[src/rtl/enc_serializer.sv]
// enc_serializer
// Splits 141-bit Hsiao DEC codewords (data [126:0], parity [140:127]) into
// NBEATS = ceil(141/W) beats of W bits, sent LSB first. The last beat is
// zero padded. Codeword bits are passed through unchanged.
//
// A second (pending) register lets the next codeword be accepted while the
// current one is still being sent, so words stream without gaps.
//
// Ports:
//   clk        rising-edge clock
//   rst_n      asynchronous active-low reset
//   in_cw      141-bit codeword
//   in_valid   in_cw valid this cycle
//   in_ready   block can accept in_cw (pending slot empty)
//   out_data   current W-bit beat (0 when idle)
//   out_valid  out_data valid
//   out_ready  downstream accepts the beat
//   out_last   current beat is the final beat of a codeword
//   busy       a codeword is held, in progress or pending
module enc_serializer #(
    parameter int W = 8
) (
    input  logic         clk,
    input  logic         rst_n,
    input  logic [140:0] in_cw,
    input  logic         in_valid,
    output logic         in_ready,
    output logic [W-1:0] out_data,
    output logic         out_valid,
    input  logic         out_ready,
    output logic         out_last,
    output logic         busy
);

    localparam int CW_W   = 141;
    localparam int NBEATS = (CW_W + W - 1) / W;
    localparam int PADW   = NBEATS * W;
    localparam int BCW    = $clog2(NBEATS);
    localparam logic [BCW-1:0] LAST_BEAT = BCW'(NBEATS - 1);

    logic [CW_W-1:0] cur;
    logic [CW_W-1:0] nxt;
    logic            cur_valid;
    logic            nxt_valid;
    logic [BCW-1:0]  beat_cnt;

    logic            in_hs;
    logic            out_hs;
    logic            last_hs;
    logic            load_cur;
    logic            load_nxt;
    logic            promote;
    logic [PADW-1:0] padded;
    logic [PADW-1:0] shifted;

    // Handshake decode; in_ready depends on registered state only
    assign in_ready = !nxt_valid;
    assign in_hs    = in_valid && in_ready;
    assign out_hs   = cur_valid && out_ready;
    assign last_hs  = out_hs && out_last;

    // A new word goes straight into cur when cur is free, or when cur is
    // finishing its last beat this cycle with nothing pending behind it.
    assign load_cur = in_hs && (!cur_valid || (last_hs && !nxt_valid));
    assign load_nxt = in_hs && !load_cur;
    assign promote  = last_hs && nxt_valid;

    // Control state
    always_ff @(posedge clk or negedge rst_n) begin
        if (!rst_n) begin
            cur_valid <= 1'b0;
            nxt_valid <= 1'b0;
            beat_cnt  <= '0;
        end else begin
            if (out_hs) begin
                beat_cnt <= out_last ? '0 : beat_cnt + BCW'(1);
            end

            if (load_cur) begin
                cur_valid <= 1'b1;
            end else if (last_hs && !nxt_valid) begin
                cur_valid <= 1'b0;
            end

            if (load_nxt) begin
                nxt_valid <= 1'b1;
            end else if (promote) begin
                nxt_valid <= 1'b0;
            end
        end
    end

    // Codeword storage; no reset, contents are qualified by the valid flags
    always_ff @(posedge clk) begin
        if (load_cur) begin
            cur <= in_cw;
        end else if (promote) begin
            cur <= nxt;
        end

        if (load_nxt) begin
            nxt <= in_cw;
        end
    end

    // Beat select: zero-extend to a whole number of beats, then shift the
    // current beat down to the bottom.
    assign padded   = PADW'(cur);
    assign shifted  = padded >> (int'(beat_cnt) * W);

    assign out_valid = cur_valid;
    assign out_last  = cur_valid && (beat_cnt == LAST_BEAT);
    assign out_data  = cur_valid ? shifted[W-1:0] : '0;
    assign busy      = cur_valid || nxt_valid;

endmodule

[config.mk]
export PLATFORM = sky130hd
export DESIGN_NAME = enc_serializer
export DESIGN_NICKNAME = d
export VERILOG_FILES = /design/src/rtl/enc_serializer.sv
export SDC_FILE = /design/constraint.sdc
export NUM_CORES = 1
export LEC_CHECK = 0
export BUFFER_PORTS_ARGS = -buffer_cell sky130_fd_sc_hd__clkbuf_2
export CORE_ASPECT_RATIO = 0.75
export CORE_MARGIN = 5
export CORE_UTILIZATION = 40
export CTS_BUF_LIST = sky130_fd_sc_hd__clkbuf_4 sky130_fd_sc_hd__clkbuf_8
export DETAILED_ROUTE_END_ITERATION = 10
export GPL_TIMING_DRIVEN = 0
export SLEW_MARGIN = 10
export SYNTH_ARGS = -nofsm -noshare
export SYNTH_HDL_FRONTEND = slang
export SYNTH_SLANG_ARGS = --single-unit
export TNS_END_PERCENT = 10
[constraint.sdc]
create_clock -name clk -period 23.5 [get_ports clk]
set_clock_uncertainty 0.1 [all_clocks]
set_input_delay 5.875 -clock clk [delete_from_list [all_inputs] [get_ports clk]]
set_output_delay 5.875 -clock clk [all_outputs]
set_load 0.05 [all_outputs]
==> results.toml <==
[detailed_routing]
drt_iter0_drc = 364
dr.pass1.iters = 4
num_vias = 6271
wl_um = 28100
ant_nets = 0
wire_per_inst_um = 22.6
drc = 0
viasPerCell = 5.04

[floorplan]
die_width_um = 208
coreArea_sq_mm = 0.0290
initial_core_util_pct = 40.5
die_h_um = 158
rows = 54
io_pins = 157
die-area_sq_mm = 0.0329

[cells_and_area]
fin_nets = 963
syn2layout_area_growth_pct = 19.9
layout-drive-gt1-share_pct = 41.2

[logic_synthesis]
synth_commonest_cells = "282 x edfxtp_1, 79 x mux2_1, 69 x mux2_2, 34 x mux2i_1, 17 x mux4_2"
seq_area_frac_synth_pct = 73.7
ys_types = 36
yosys_warnings = 0
syn_avg_cell_area_sq_um = 19.7
syn_inst = 595
async_flop_share_pct = 2.42
synthesis.nets = 742
synth_edf_count = 282
ys_top_cells_by_area = "edfxtp_1 72%, mux2_1 7.6%, mux2_2 6.6%, mux4_2 3.3%, mux2i_1 2.9%"
syn_area_sq_mm = 0.0117
synth_top_cell_by_area = "edfxtp_1"
ys_ff_latch = 289
yosysMostFrequentCell = "edfxtp_1"
synth_top_area_share_pct = 72.2
synth_ff_type = "edfxtp_1"

[placed_design]
place_hpwl_um = 19900
preCtsSetupSlack_ps = 14820
gp_congestion = 0.781
portBuffers = 156

[cts]
cts.repair.resized = 0
ctsHoldBuffers = 0
root_buffer = "clkbuf_8"
clock_latency_ps = 550
htree_levels = 2
cts_sinks = 289
cts_tree = "yes"
cts.clk_slew.worst_paths_ps = 60
numCtsBuffers = 46
clock_path_buffers = 3
postCtsSetupBuffers = 0

[setup_path]
worstSetupPathType = "flip-flop to primary output"
reg2reg_slack_ps = 19410
start_kind = "flip-flop"
reg2reg_depth = 12
cp_max_fo = 10
worst_ep_arrival_time_ps = 3290
cp-end-kind = "primary output"
worstPathRequired_ps = 17530

[global_routing]
first_global_vias = 6840
grt.total_usage_pct = 17.0
antenna_found_initial = 0
grt_pass1_wl_um = 42200
gr-total-overflow = 0
grt_max_degree = 62

[sta]
fmax_ghz = 0.108
rsz0062_at_grt = "no"
tightest_slew_ps = 870
setup_ws_ps = 14240
slew_headroom_pct = 42.0
setup_viol = 0
tns_ps = 0
finalMaxSlewViolations = 0
min_period_ps = 9260
finalHoldViolCount = 0
finalCritPeriodShare_pct = 39.4

[power]
p_per_area_mw_per_mm2 = 98.7
ir_drop_uv = 57.3
leakagePower_nw = 5.02

[hold_path]
hp-class = "flip-flop to flip-flop"
holdPathStages = 1

[run_status]
status = "complete, no violations"

[run]
maxCapViolations = 0
==> power by group <==
group | internal, W | total [W] | leakage (nW) | switching, W
clock | 0.000209 | 0.000403 | 0.454 | 0.000195
combinational | 0.000123 | 0.000353 | 1.93 | 0.000231
sequential | 0.000619 | 0.000631 | 2.63 | 0.0000121
==> metrics by stage <==
stage | instances | hold slack (ps) | utilization [%] | cell area [sq um] | power [W]
floorplan | 595 | 395 | - | 11700 | 0.000878
global placement | 1143 | 405 | 44.8 | 13000 | 0.00100
detailed placement | 1160 | 410 | 45.5 | 13200 | 0.000998
CTS | 1244 | 425 | 48.5 | 14100 | 0.00141
global route | 1244 | 435 | 48.5 | 14100 | 0.00145
finish | 1245 | 423 | 48.5 | 14100 | 0.00139
==> worst max-delay path, cell delays in order (launching register included) <==
cell and delay (ps):
dfrtp_1 350, clkbuf_1 220, buf_2 430, buf_2 420
mux2i_1 210, a221oi_1 430, o21ai_0 210, o211ai_1 120
clkbuf_2 340
==> cells by family (layout without fill, tap and decap cells) <==
group / after synthesis / after routing / synth area share [%]
AOI/OAI and AO/OA: 36 / 36 / 2.33
xor gates and xnor gates: 3 / 3 / 0.224
adders and majority gates: 2 / 2 / 0.213
buffers and inverters: 32 / 289 / 1.72
DFF: 289 / 289 / 73.7
muxes: 199 / 199 / 20.4
other: 0 / 1 / 0
and+or+nand+nor: 34 / 34 / 1.42
==> cells in the final DEF, fill, tap and decap left out, types with 7 or more instances in the layout <==
cell type	n
buf_4	10
nand2_1	12
o21ai_0	8
clkbuf_2	156
mux2i_1	34
edfxtp_1	282
mux2_2	69
buf_2	14
nor2_1	7
clkinv_1	18
buf_6	14
dfrtp_1	7
a22o_1	7
clkbuf_4	10
mux4_2	17
mux2_1	79
clkbuf_8	49
==> final timing paths <==
kind | start | to
max | beat_cnt[1] | out_data[1]
max reg2reg | beat_cnt[1] | nxt[125]
min reg2reg | nxt[130] | cur[130]
min in group asynchronous | rst_n | out_valid
max in group asynchronous | rst_n | beat_cnt[2]
min | nxt[130] | cur[130]
==> layout make-up <==
| cell class | instances | area (sq um) |
|---|---|---|
| clock inverter | 25 | 106 |
| multi-input combinational | 274 | 2890 |
| buffer | 28 | 186 |
| antenna | 1 | 2.50 |
| clock buffer | 59 | 749 |
| timing repair buffer | 173 | 971 |
| sequential | 289 | 8640 |
| fill | 2433 | 14900 |
| inverter | 4 | 15.0 |
| tap | 392 | 490 |
==> layer usage <==
metal | vias to the layer above | wire (um) | share of wire [%] | GRT usage [%]
met2 | 165 | 12600 | 45 | 25.5
met3 | 49 | 1120 | 4.0 | 3.21
li1 | 2844 | - | - | -
met5 | - | 0 | 0 | 0
met1 | 3213 | 13700 | 49 | 25.0
met4 | 0 | 722 | 2.6 | 5.91
==> flip-flops by register name, summed over array words and instances (netlist names) <==
| name | count |
|---|---|
| cur | 141 |
| out_valid | 1 |
| nxt_valid | 1 |
| beat_cnt | 5 |
| nxt | 141 |
Note: power is estimated with default switching activity, not from simulation.
